File: config.mk
export PLATFORM = sky130hd
export DESIGN_NAME = pipe_ctrl
export DESIGN_NICKNAME = d
export VERILOG_FILES = /design/src/rtl/pipe_ctrl_pkg.sv /design/src/rtl/pipe_ctrl_hazard_detect.sv /design/src/rtl/pipe_ctrl.sv
export SDC_FILE = /design/constraint.sdc
export NUM_CORES = 1
export LEC_CHECK = 0
export CORE_MARGIN = 1
export CORE_UTILIZATION = 29
export CTS_BUF_LIST = sky130_fd_sc_hd__clkbuf_8
export CTS_CLUSTER_SIZE = 24
export DETAILED_ROUTE_END_ITERATION = 16
export GPL_ROUTABILITY_DRIVEN = 0
export GPL_TIMING_DRIVEN = 0
export PLACE_DENSITY_LB_ADDON = 0.1
export SYNTH_ARGS = -nofsm -noshare
export SYNTH_HDL_FRONTEND = slang
export SYNTH_SLANG_ARGS = --single-unit
File: constraint.sdc
create_clock -name clk -period 2.37 [get_ports clk]
set_input_delay 0.237 -clock clk [delete_from_list [all_inputs] [get_ports clk]]
set_output_delay 0.237 -clock clk [all_outputs]
set_load 0.01 [all_outputs]
File: src/rtl/pipe_ctrl_pkg.sv
// rtl/pipe_ctrl_pkg.sv - shared encodings and constants for pipe_ctrl
//
// Purpose: FSM state encoding and pipeline constants used by the control slice.
// Ports  : none (package).
package pipe_ctrl_pkg;

   typedef enum logic [1:0] {
      ST_RUN     = 2'd0,
      ST_HOLD    = 2'd1,
      ST_LDSTALL = 2'd2,
      ST_FLUSH   = 2'd3
   } state_t;

   // addi x0, x0, 0 -- what a flushed if_id presents to decode
   localparam logic [31:0] NOP       = 32'h00000013;
   localparam logic [31:0] ZERO_WORD = 32'h00000000;
   localparam logic [4:0]  ZERO_REG  = 5'd0;

endpackage

File: src/rtl/pipe_ctrl_hazard_detect.sv
// rtl/pipe_ctrl_hazard_detect.sv - combinational load-use hazard compare
//
// Purpose: flags when the instruction in ID reads the rd of a load still in EX.
// Ports  : i_rs1_addr/i_rs2_addr/i_rs1_used/i_rs2_used  ID source operands
//          i_ex_rd_addr/i_ex_reg_wen/i_ex_is_load        EX destination
//          o_ld_use                                       hazard present
module pipe_ctrl_hazard_detect
   import pipe_ctrl_pkg::*;
(
   input  logic [4:0] i_rs1_addr,
   input  logic [4:0] i_rs2_addr,
   input  logic       i_rs1_used,
   input  logic       i_rs2_used,
   input  logic [4:0] i_ex_rd_addr,
   input  logic       i_ex_reg_wen,
   input  logic       i_ex_is_load,
   output logic       o_ld_use
);

   logic w_rs1_hit;
   logic w_rs2_hit;

   assign w_rs1_hit = i_rs1_used & (i_rs1_addr == i_ex_rd_addr);
   assign w_rs2_hit = i_rs2_used & (i_rs2_addr == i_ex_rd_addr);

   // x0 is never really written, so a load to x0 cannot create a hazard
   assign o_ld_use = i_ex_is_load & i_ex_reg_wen & (i_ex_rd_addr != ZERO_REG)
                   & (w_rs1_hit | w_rs2_hit);

endmodule

File: src/rtl/pipe_ctrl.sv
// rtl/pipe_ctrl.sv - pipeline stall/flush/redirect control for the RV32 core
//
// Purpose: drives PC, if_id and id_ex hold/flush controls from EX redirects,
//          EX multi-cycle busy requests and load-use hazards against ID.
//          Optional perf counters are built when PIPE_CTRL_PERF_EN is defined.
// Ports  : clk, rst (sync, active-high)
//          id_rs1/rs2_addr_i, id_rs1/rs2_used_i     ID operands
//          ex_rd_addr_i, ex_reg_wen_i, ex_is_load_i EX destination
//          jump_en_i, jump_addr_i, hold_req_i       EX requests
//          jump_en_o, jump_addr_o                    PC redirect
//          pc_hold_o, if_id_hold_o, if_id_flush_o,
//          id_ex_hold_o, id_ex_flush_o               stage controls
//          hold_timeout_o                            sticky hold overrun flag
//          stall_cnt_o, flush_cnt_o                  (PIPE_CTRL_PERF_EN only)
module pipe_ctrl
   import pipe_ctrl_pkg::*;
#(
   parameter int HOLD_MAX = 64,
   parameter int ADDR_W   = 32
)(
   input  logic              clk,
   input  logic              rst,
   input  logic [4:0]        id_rs1_addr_i,
   input  logic [4:0]        id_rs2_addr_i,
   input  logic              id_rs1_used_i,
   input  logic              id_rs2_used_i,
   input  logic [4:0]        ex_rd_addr_i,
   input  logic              ex_reg_wen_i,
   input  logic              ex_is_load_i,
   input  logic              jump_en_i,
   input  logic [ADDR_W-1:0] jump_addr_i,
   input  logic              hold_req_i,
   output logic              jump_en_o,
   output logic [ADDR_W-1:0] jump_addr_o,
   output logic              pc_hold_o,
   output logic              if_id_hold_o,
   output logic              if_id_flush_o,
   output logic              id_ex_hold_o,
   output logic              id_ex_flush_o,
   output logic              hold_timeout_o
`ifdef PIPE_CTRL_PERF_EN
   ,
   output logic [31:0]       stall_cnt_o,
   output logic [31:0]       flush_cnt_o
`endif
);

   localparam int CNT_W = $clog2(HOLD_MAX + 1);

   state_t           r_state;
   state_t           w_next_state;
   logic [CNT_W-1:0] r_hold_cnt;
   logic             r_timeout;
   logic             w_ld_use_raw;
   logic             w_ld_use;

   pipe_ctrl_hazard_detect u_hazard (
      .i_rs1_addr   (id_rs1_addr_i),
      .i_rs2_addr   (id_rs2_addr_i),
      .i_rs1_used   (id_rs1_used_i),
      .i_rs2_used   (id_rs2_used_i),
      .i_ex_rd_addr (ex_rd_addr_i),
      .i_ex_reg_wen (ex_reg_wen_i),
      .i_ex_is_load (ex_is_load_i),
      .o_ld_use     (w_ld_use_raw)
   );

   // After a stall the ID slot behind the load is a bubble, and after a flush
   // it is a NOP; neither can legitimately depend on the load in EX.
   assign w_ld_use = w_ld_use_raw & (r_state != ST_LDSTALL) & (r_state != ST_FLUSH);

   // Priority: hold > jump > load-use > none
   always_comb begin
      jump_en_o     = 1'b0;
      jump_addr_o   = ADDR_W'(ZERO_WORD);
      pc_hold_o     = 1'b0;
      if_id_hold_o  = 1'b0;
      if_id_flush_o = 1'b0;
      id_ex_hold_o  = 1'b0;
      id_ex_flush_o = 1'b0;
      w_next_state  = ST_RUN;
      if (!rst) begin
         if (hold_req_i) begin
            pc_hold_o    = 1'b1;
            if_id_hold_o = 1'b1;
            id_ex_hold_o = 1'b1;
            w_next_state = ST_HOLD;
         end else if (jump_en_i) begin
            jump_en_o     = 1'b1;
            jump_addr_o   = jump_addr_i;
            if_id_flush_o = 1'b1;
            id_ex_flush_o = 1'b1;
            w_next_state  = ST_FLUSH;
         end else if (w_ld_use) begin
            pc_hold_o     = 1'b1;
            if_id_hold_o  = 1'b1;
            id_ex_flush_o = 1'b1;
            w_next_state  = ST_LDSTALL;
         end
      end
   end

   assign hold_timeout_o = r_timeout;

   always_ff @(posedge clk) begin
      if (rst) begin
         r_state    <= ST_RUN;
         r_hold_cnt <= '0;
         r_timeout  <= 1'b0;
      end else begin
         r_state <= w_next_state;
         if (hold_req_i) begin
            // counter saturates; the flag latches once a hold outlasts HOLD_MAX
            if (r_hold_cnt == CNT_W'(HOLD_MAX))
               r_timeout <= 1'b1;
            else
               r_hold_cnt <= r_hold_cnt + CNT_W'(1);
         end else begin
            r_hold_cnt <= '0;
         end
      end
   end

`ifdef PIPE_CTRL_PERF_EN
   logic [31:0] r_stall_cnt;
   logic [31:0] r_flush_cnt;

   always_ff @(posedge clk) begin
      if (rst) begin
         r_stall_cnt <= '0;
         r_flush_cnt <= '0;
      end else begin
         if (pc_hold_o) r_stall_cnt <= r_stall_cnt + 32'd1;
         if (jump_en_o) r_flush_cnt <= r_flush_cnt + 32'd1;
      end
   end

   assign stall_cnt_o = r_stall_cnt;
   assign flush_cnt_o = r_flush_cnt;
`endif

endmodule
==> results.md, run 1 <==
* P_leak at around 0.74 nW
* Bufs on Longest Clock Path at 2
* Initial antenna violation count at 0
* Worst slew pin tran at roughly 0.38 ns
* PortBufs at a little over 90
* Nets at between 200 and 300
* Final wirelength at around 3100 microns
* GRT met3 Usage at 0.0565
* TNS Setup at 0 ns
* Critical Path Source Type: input pin
* Antenna diodes at 0
* Multi-input logic area at 584 sq um
* Tcrit/Tclk final at 0.964
* Reg clk slew, reported paths at 0.04 ns
* Most frequent cell after synthesis: and2_1
* Clk_lat worst skew at approximately 0.23 ns
* Slew Viols, Final at 0
* Share of cells above drive strength 1 at 0.0945
* Post-Syn Area at about 780 sq um
* FMAX at between 0.4 and 0.5 GHz
* Non-filler instance count after layout at about 230
* Overflow after GRT at 0
* Sink Count at 9
* Worst EP arrival at between 2 and 2.5 ns
* Flops & latches, synth at 9
* Cts hold-fix bufs at 0
* First-pass GRT wire length at around 4500 microns
* Avg Inst Size Synth at around 7.7 sq um
* Fin util at 0.737
* Final Hold Fails at 0
* Power Density at roughly 290 nW/um^2
* Seq/Total Area, Yosys at 0.232
* Fill cells at approximately 200
* Yosys cell types at 26
* # setup viols final at 0
* Post-DR vias/cell at around 4.6
* GRT Max-Usage Layer: met2
* Largest net degree at the start of global routing at 12
* Worst Path Required at approximately 2.1 ns
* Syn nets at approximately 160
* CP Max Fanout at 3
* Total track usage at 0.220
* Die W at roughly 54 microns
* CTS buffer count at 3
* Most Frequent Cell on Critical Path: buf_4
* Synth top cells by count: and2_1 (32), dfxtp_1 (9), nor2_1 (9), xor2_1 (9), xnor2_1 (6)
* # DRC at 0
* Critical path class: input pin to primary output
* DRT Pass-1 Iters at 4
* Clock root buffer: clkbuf_8
* Max VDD drop at 0.358 mV
* CP cell instances: clkdlybuf4s50_1, xor2_1, nor4_2, a32oi_2, o41ai_2, buf_4, buf_4
* Row cnt at 18
* Initial Util at 0.311
* 1st-iter DRT viols at 10
* CP Capture Type: primary output
* Routed wire per std cell at about 14 microns
* Worst hold path type: flip-flop to flip-flop
* Yosys warns at 0
* # IOs at between 90 and 100
* H-tree depth at 1
* Period minus WS final at approximately 2.3 ns
* Yosys top cell area share at 0.257
* Post-synth EDFFs at 0
* Ys async rst share at 0
* Rel. slew slack at 0.746
* Placeable Area at 2500 sq um
* Placed cell count at between 200 and 250
* M2 GR Usage at 0.405
* Dominant cell type by area after synthesis: and2_1
* Ys flop type: dfxtp_1
* CTS tree: done
* Die area at around 2900 sq um
* Largest cells by area after synthesis: and2_1 (26%), dfxtp_1 (23%), xor2_1 (10%)
* Area growth syn-to-layout at 137%
* Skew final at 0.00229 ns
* M1 GR Usage at 0.225
* Status: completed
* Vias in the first global route at roughly 1.0k
* Max_cap viols at 0
* ANT nets after route at 0
* Worst path max stage delay at 0.47 ns
* Gate Count Post-Synth at between 100 and 150
* Vias at between 1k and 1.5k
* Die height at around 54 microns
* Final HPWL DP at 2630 microns
* Total area of sequential cells at about 180 sq um
* Slowest-stage cell, CP: clkdlybuf4s50_1
==> power breakdown <==
| group | switching (W) | internal [W] | total [W] |
|---|---|---|---|
| Sequential | 0.00000210 | 0.000154 | 0.000157 |
| Clock | 0.0000575 | 0.000112 | 0.000170 |
| Combinational | 0.0000663 | 0.000136 | 0.000202 |
| Total | 0.000126 | 0.000403 | 0.000528 |
==> metal layers <==
layer  wire, microns  share of wire  vias up
met5               0              0        -
met2            1750           0.56       44
met3             243          0.077        4
met4              42          0.013        0
li1                -              -      529
met1            1110           0.35      481
==> critical path, delay by kind of cell <==
family / cells / cell delay [ns]
xor+xnor: 1 / 0.19
simple gates: 1 / 0.26
compound gates: 2 / 0.59
buf+inv: 3 / 0.75
==> per-stage QoR <==
| step | area [sq um] | total power, W | hold WS, ns | setup slack, ns |
|---|---|---|---|---|
| 2_1_floorplan | 778 | 0.000214 | 0.309 | 0.519 |
| 4_1_cts | 1820 | 0.000532 | 0.492 | 0.000914 |
| 5_1_grt | 1840 | 0.000558 | 0.559 | -0.0185 |
| 3_3_place_gp | 1750 | 0.000349 | 0.474 | -0.403 |
| 6_report | 1840 | 0.000528 | 0.507 | 0.0842 |
| 3_5_place_dp | 1750 | 0.000354 | 0.475 | -0.449 |
==> sequential cells by signal, summed over array words and instances, names as in the netlist <==
| signal | cells |
|---|---|
| hold_timeout_o | 1 |
| r_hold_cnt | 7 |
| r_state | 1 |
==> final timing paths <==
check,startpoint,to,slack (ns),cells after the start
hold / removal,hold_timeout_o,hold_timeout_o,0.51,2
setup / recovery,ex_rd_addr_i[4],pc_hold_o,0.08,7
hold reg to reg,hold_timeout_o,hold_timeout_o,0.51,2
setup reg to reg,r_hold_cnt[0],r_hold_cnt[0],0.84,6
==> cells in the final DEF (no fill, tap or decap) <==
| cell | n |
|---|---|
| ha_1 | 2 |
| a32oi_2 | 1 |
| o41ai_2 | 1 |
| o21ai_0 | 1 |
| and2_0 | 1 |
| nor4_2 | 2 |
| clkdlybuf4s50_1 | 88 |
| o41ai_1 | 2 |
| or3_1 | 1 |
| nor3b_4 | 1 |
| inv_1 | 6 |
| nand2b_1 | 1 |
| dfxtp_1 | 9 |
| xor2_1 | 9 |
| nand3_1 | 4 |
| dlymetal6s2s_1 | 2 |
| o21ai_1 | 1 |
| and2_1 | 32 |
| nand2_1 | 3 |
| a21oi_1 | 1 |
| xnor2_1 | 6 |
| nor2_1 | 9 |
| mux2i_1 | 1 |
| nor4b_1 | 1 |
| buf_4 | 6 |
| clkbuf_2 | 3 |
| buf_2 | 2 |
| a41oi_1 | 1 |
| clkbuf_8 | 3 |
| or4_1 | 1 |
==> cells by family after synthesis <==
| family | Yosys count | synth area share |
|---|---|---|
| xor gates and xnor gates | 15 | 0.169 |
| AOI/OAI and AO/OA | 8 | 0.0756 |
| muxes | 1 | 0.0129 |
| and+or+nand+nor | 56 | 0.420 |
| buffers and inverters | 10 | 0.0595 |
| DFF | 9 | 0.232 |
| adders and majority gates | 2 | 0.0321 |
==> timing repair <==
action	4_1_cts	5_1_grt
hold endpoints to repair	0	0
pin swaps	3	4
endpoints found under the setup margin	33	32
setup buffers	1	2
gates resized for setup	11	11
==> final cells by class <==
class                      count  area share
buffer                         5      0.0163
clock buffer                   3      0.0224
clock inverter                 1     0.00204
inverter                       5      0.0102
multi-input combinational     82       0.317
sequential                     9      0.0978
tap                           30      0.0204
timing repair buffer          96       0.514
No activity file was read; power rests on OpenSTA's default activity.
==> inputs of run 2 (changes only) <==
--- a/config.mk
+++ b/config.mk
@@ -5,8 +5,9 @@
 export SDC_FILE = /design/constraint.sdc
 export NUM_CORES = 1
 export LEC_CHECK = 0
+export CAP_MARGIN = 10
 export CORE_MARGIN = 1
-export CORE_UTILIZATION = 29
+export CORE_UTILIZATION = 27
 export CTS_BUF_LIST = sky130_fd_sc_hd__clkbuf_8
 export CTS_CLUSTER_SIZE = 24
 export DETAILED_ROUTE_END_ITERATION = 16
==> constraint.sdc (replaced) <==
create_clock -name clk -period 2.2 [get_ports clk]
set_input_delay 0.22 -clock clk [delete_from_list [all_inputs] [get_ports clk]]
set_output_delay 0.22 -clock clk [all_outputs]
set_load 0.01 [all_outputs]
==> results.md, run 2 (synthesized netlist as in run 1, its figures left out) <==
* Status: completed (unchanged)
* Die W at 55.7 microns (was 53.8 microns)
* Reg clk slew, reported paths at 0.05 ns (was 0.04 ns)
* Vias in the first global route at 1,117 (was 1,040)
* Largest register FFs at 7 (unchanged)
* Vias at 1,045 (was 1,058)
* Clk_lat worst skew at 0.23 ns (about the same)
* Slowest-stage cell, CP: clkdlybuf4s50_1 (unchanged)
* Die height at 55.7 microns (was 53.8 microns)
* Placeable Area at 2730 sq um (was 2500 sq um)
* CP Max Fanout at 11 (was 3)
* # setup viols final at 0 (unchanged)
* Tcrit/Tclk final at 0.972
* Critical path class: input pin to primary output (unchanged)
* Total track usage at 0.200 (was 0.220)
* Largest net degree at the start of global routing at 12 (unchanged)
* Sink Count at 9 (unchanged)
* Worst Path Required at 1.98 ns (was 2.13 ns)
* Worst setup margin at 0.0613 ns (was 0.0842 ns)
* Hold path start: rst (was hold_timeout_o)
* ANT nets after route at 0 (unchanged)
* Share of cells above drive strength 1 at 0.105 (was 0.0945)
* # DRC at 0 (unchanged)
* Non-filler instance count after layout at 231 (unchanged)
* CTS buffer count at 3 (unchanged)
* Crit Reg-Reg Startpoint: r_hold_cnt[0] (unchanged)
* P_leak at 0.902 nW (was 0.741 nW)
* CTS tree: done (unchanged)
* FMAX at roughly 0.47 GHz
* Skew final at 0.00203 ns (was 0.00229 ns)
* Worst path max stage delay at 0.55 ns (was 0.47 ns)
* Crit path buf inv count at 4 (was 3)
* Final wirelength at 3030 microns (was 3140 microns)
* Max VDD drop at 0.317 mV (was 0.358 mV)
* Die area at 3100 sq um (was 2890 sq um)
* Placed cell count at 225 (was 224)
* Post-Place Worst Slack at -0.578 ns (was -0.449 ns)
* Multi-input logic area at 599 sq um (was 584 sq um)
* Bufs on Longest Clock Path at 2 (unchanged)
* Clock root buffer: clkbuf_8 (unchanged)
* Design Area, Final at 1880 sq um (was 1840 sq um)
* Fin util at 0.687 (was 0.737)
* 1st-iter DRT viols at 10 (unchanged)
* Routed wire per std cell at 13.1 microns (was 13.6 microns)
* Commonest non-fill, non-tap cell in the layout: clkdlybuf4s50_1 (unchanged)
* Post-DR vias/cell at 4.52 (was 4.58)
* Nets at 258 (was 259)
* Antenna diodes at 0 (unchanged)
* Area growth syn-to-layout at 141% (was 137%)
* DRT Pass-1 Iters at 4 (unchanged)
* CP Capture Type: primary output (unchanged)
* Reg2Reg Setup Slack at 0.61 ns (was 0.84 ns)
* Period minus WS final at between 2 and 2.5 ns
* Worst EP arrival at 1.92 ns (was 2.05 ns)
* # IOs at 94 (unchanged)
* Power Density at 306 nW/um^2 (was 287 nW/um^2)
* TNS Setup at 0 ns (unchanged)
* First-pass GRT wire length at 4880 microns (was 4530 microns)
* Fill cells at 224 (was 197)
* Initial Util at 0.285 (was 0.311)
* H-tree depth at 1 (unchanged)
* Worst hold path type: input pin to flip-flop (was flip-flop to flip-flop)
* Overflow after GRT at 0 (unchanged)
* Initial antenna violation count at 0 (unchanged)
* Area of placed instances at 1750 sq um (about the same)
* Top Family by Delay on Critical Path: buffers and inverters (unchanged)
* Final Hold Fails at 0 (unchanged)
* PortBufs at 93 (unchanged)
* Rel. slew slack at 0.678 (was 0.746)
* Max_cap viols at 0 (unchanged)
* Critical Path Source Type: input pin (unchanged)
* Total area of sequential cells at 180 sq um (unchanged)
* Slew Viols, Final at 0 (unchanged)
* CP cell instances: clkdlybuf4s50_1, nor3b_4, buf_4, buf_4, and2_1, clkdlybuf4s50_1 (was clkdlybuf4s50_1, xor2_1, nor4_2, a32oi_2, o41ai_2, buf_4, buf_4)
* Cts hold-fix bufs at 0 (unchanged)
* Final HPWL DP at 2620 microns (was 2630 microns)
* Most frequent cells in the layout: clkdlybuf4s50_1 (73), and2_1 (32), dlymetal6s2s_1 (11) (was clkdlybuf4s50_1 (88), and2_1 (32), xor2_1 (9), nor2_1 (9), dfxtp_1 (9))
* Worst slew pin tran at 0.477 ns (was 0.376 ns)
* Reg with most FFs: r_hold_cnt (unchanged)
* Row cnt at 19 (was 18)
* CP startpoint: jump_en_i (was ex_rd_addr_i[4])
==> run 2: through the flow <==
step,hold WS (ns),total power (W)
3_5_place_dp,0.482,0.000381
2_1_floorplan,0.292,0.000230
3_3_place_gp,0.482,0.000377
4_1_cts,0.459,0.000579
6_report,0.467,0.000575
5_1_grt,0.503,0.000602
==> run 2: layout make-up <==
| class | count | share of cell area |
|---|---|---|
| clock buffer | 3 | 0.0220 |
| tap | 31 | 0.0207 |
| sequential | 9 | 0.0959 |
| multi-input combinational | 82 | 0.319 |
| inverter | 5 | 0.00999 |
| buffer | 5 | 0.0220 |
| timing repair buffer | 95 | 0.508 |
| clock inverter | 1 | 0.00266 |
==> run 2: repair_timing <==
| action | 4_1_cts | 5_1_grt |
|---|---|---|
| resized for setup | 29 | 16 |
| cloned | 0 | 0 |
| pin swaps | 5 | 3 |
| setup endpoints to repair | 37 | 31 |
| buffers inserted | 1 | 1 |
==> run 2: path summary, 6_finish.rpt <==
path / depth (start not counted) / endpoint
hold / removal: 2 / hold_timeout_o
hold reg to reg: 2 / hold_timeout_o
setup reg to reg: 6 / r_hold_cnt[0]
setup / recovery: 6 / jump_addr_o[27]
==> run 2: power by group <==
part,switching (W),leakage (nW),internal (W)
Sequential,0.00000228,0.0729,0.000166
Clock,0.0000689,0.0255,0.000124
Combinational,0.0000715,0.804,0.000142
==> run 2: worst register-to-register path: stages (launching register included) <==
cell and delay (ns):
dfxtp_1 0.34, inv_1 0.07, ha_1 0.15, nor4b_1 0.41, nand3_1 0.24, xnor2_1 0.21
nor2_1 0.07
==> run 2: routing by layer <==
| metal | track usage | part of all wire |
|---|---|---|
| met3 | 0.0698 | 0.089 |
| met5 | 0 | 0 |
| met2 | 0.384 | 0.55 |
| met1 | 0.197 | 0.35 |
| met4 | 0.0643 | 0.013 |
==> inputs of run 3 (changes only) <==
--- a/config.mk
+++ b/config.mk
@@ -7,7 +7,7 @@
 export LEC_CHECK = 0
 export CAP_MARGIN = 10
 export CORE_MARGIN = 1
-export CORE_UTILIZATION = 27
+export CORE_UTILIZATION = 29
 export CTS_BUF_LIST = sky130_fd_sc_hd__clkbuf_8
 export CTS_CLUSTER_SIZE = 24
 export DETAILED_ROUTE_END_ITERATION = 16
==> constraint.sdc (replaced) <==
create_clock -name clk -period 2.5 [get_ports clk]
set_input_delay 0.25 -clock clk [delete_from_list [all_inputs] [get_ports clk]]
set_output_delay 0.25 -clock clk [all_outputs]
set_load 0.01 [all_outputs]
==> results.md, run 3 (synthesized netlist as in run 1, its figures left out) <==
* Commonest non-fill, non-tap cell in the layout: clkdlybuf4s50_1 (unchanged)
* Worst hold path type: flip-flop to flip-flop (was input pin to flip-flop)
* CP startpoint: ex_rd_addr_i[1] (was jump_en_i)
* Vias in the first global route at 1,037 (was 1,117)
* Final HPWL DP at 2630 microns (was 2620 microns)
* Worst Path Required at 2.25 ns (was 1.98 ns)
* P_leak at 0.723 nW (was 0.902 nW)
* Overflow after GRT at 0 (unchanged)
* Die area at 2890 sq um (was 3100 sq um)
* First-pass GRT wire length at 4500 microns (was 4880 microns)
* Power Density at 272 nW/um^2 (was 306 nW/um^2)
* Largest net degree at the start of global routing at 12 (unchanged)
* Vias at 1,056 (was 1,045)
* Nets at 257 (was 258)
* Status: completed (unchanged)
* Sink Count at 9 (unchanged)
* Crit Reg-Reg Startpoint: r_hold_cnt[0] (unchanged)
* Fill cells at 195 (was 224)
* Placeable Area at 2500 sq um (was 2730 sq um)
* Max VDD drop at 0.337 mV (was 0.317 mV)
* Bufs on Longest Clock Path at 2 (unchanged)
* RSZ-0062 raised after global routing: false
* # IOs at 94 (unchanged)
* Worst slew pin tran at 0.457 ns (was 0.477 ns)
* # setup viols final at 0 (unchanged)
* Slew Viols, Final at 0 (unchanged)
* Final Power at 0.000498 W (was 0.000575 W)
* Die W at 53.8 microns (was 55.7 microns)
* DRT Pass-1 Iters at 4 (unchanged)
* Share of cells above drive strength 1 at 0.0804 (was 0.105)
* Post-DR vias/cell at 4.61 (was 4.52)
* Worst EP arrival at 2.12 ns (was 1.92 ns)
* Skew final at 0.00178 ns (was 0.00203 ns)
* # DRC at 0 (unchanged)
* Worst setup margin at 0.133 ns (was 0.0613 ns)
* Period minus WS final at between 2 and 2.5 ns
* Largest register FFs at 7 (unchanged)
* Critical Path Source Type: input pin (unchanged)
* Cts hold-fix bufs at 0 (unchanged)
* Reg clk slew, reported paths at 0.04 ns (was 0.05 ns)
* Post-Place Worst Slack at -0.345 ns (was -0.578 ns)
* Tcrit/Tclk final at 0.947
* FMAX at ~0.42 GHz
* Hold Worst Slack at 0.483 ns (was 0.467 ns)
* Rel. slew slack at 0.692 (was 0.678)
* Worst path max stage delay at 0.47 ns (was 0.55 ns)
* Initial antenna violation count at 0 (unchanged)
* Antenna diodes at 0 (unchanged)
* CP cell instances: clkdlybuf4s50_1, xor2_1, nor4_2, a32oi_2, o41ai_2, dlygate4sd2_1 (was clkdlybuf4s50_1, nor3b_4, buf_4, buf_4, and2_1, clkdlybuf4s50_1)
* PortBufs at 93 (unchanged)
* Reg with most FFs: r_hold_cnt (unchanged)
* Die height at 53.8 microns (was 55.7 microns)
* Area growth syn-to-layout at 135% (was 141%)
* 1st-iter DRT viols at 3 (was 10)
* CTS buffer count at 3 (unchanged)
* CTS tree: done (unchanged)
* CP Max Fanout at 3 (was 11)
* Final wirelength at 3060 microns (was 3030 microns)
* CP Capture Type: primary output (unchanged)
* Clock root buffer: clkbuf_8 (unchanged)
* Row cnt at 18 (was 19)
* Routed wire per std cell at 13.4 microns (was 13.1 microns)
* Total track usage at 0.219 (was 0.200)
* H-tree depth at 1 (unchanged)
* Max_cap viols at 0 (unchanged)
* Clk_lat worst skew at 0.23 ns (about the same)
* Most frequent cells in the layout: clkdlybuf4s50_1 (89), and2_1 (32), xor2_1 (9), nor2_1 (9), dfxtp_1 (9) (was clkdlybuf4s50_1 (73), and2_1 (32), dlymetal6s2s_1 (11))
* Slowest-stage cell, CP: clkdlybuf4s50_1 (unchanged)
* Critical path class: input pin to primary output (unchanged)
* Final Hold Fails at 0 (unchanged)
* Hold path start: hold_timeout_o (was rst)
* ANT nets after route at 0 (unchanged)
* Initial Util at 0.311 (was 0.285)
[run 3: through the flow]
stage               setup TNS [ns]  cell area [sq um]  cells  utilization
CTS                              0               1810    229        0.723
finish                           0               1830    229        0.731
global route                     0               1830    229        0.731
global placement             -2.45               1750    224        0.699
detailed placement           -4.53               1750    224        0.699
floorplan                        0                778    101            -
[run 3: repair_timing]
item / 4_1_cts / 5_1_grt
endpoints found under the hold margin: 0 / 0
gates resized for setup: 5 / 13
setup endpoints to repair: 32 / 31
cloned: 0 / 0
pin swaps: 3 / 3
setup buffers: 1 / 0
[run 3: per-layer routing]
layer | track usage | part of all wire | up-vias
met1 | 0.225 | 0.34 | 482
met5 | 0 | 0 | -
met2 | 0.401 | 0.56 | 46
met4 | 0.114 | 0.014 | 0
met3 | 0.0565 | 0.078 | 4
li1 | - | - | 524
[run 3: worst paths after layout]
check | end | slack [ns] | cells past startpoint
max | if_id_hold_o | 0.13 | 6
min | hold_timeout_o | 0.48 | 2
max reg2reg | r_hold_cnt[0] | 0.95 | 6
min reg2reg | hold_timeout_o | 0.48 | 2
[run 3: power breakdown]
| part | internal [W] | switching (W) |
|---|---|---|
| Clock | 0.000107 | 0.0000536 |
| Combinational | 0.000127 | 0.0000618 |
| Sequential | 0.000146 | 0.00000199 |
[run 3: critical path, delay by kind of cell]
kind	cells	cell delay (ns)
buffers and inverters	2	0.81
AO/OA/AOI/OAI	2	0.57
AND/OR/NAND/NOR	1	0.29
XOR/XNOR	1	0.20
[run 3: final cells by class]
cell class,count,area (sq um),share of cell area
buffer,5,30.0,0.0164
timing repair buffer,94,932,0.510
multi-input combinational,82,584,0.320
clock inverter,1,3.75,0.00205
sequential,9,180,0.0986
clock buffer,3,41.3,0.0226
tap,30,37.5,0.0205
inverter,5,18.8,0.0103
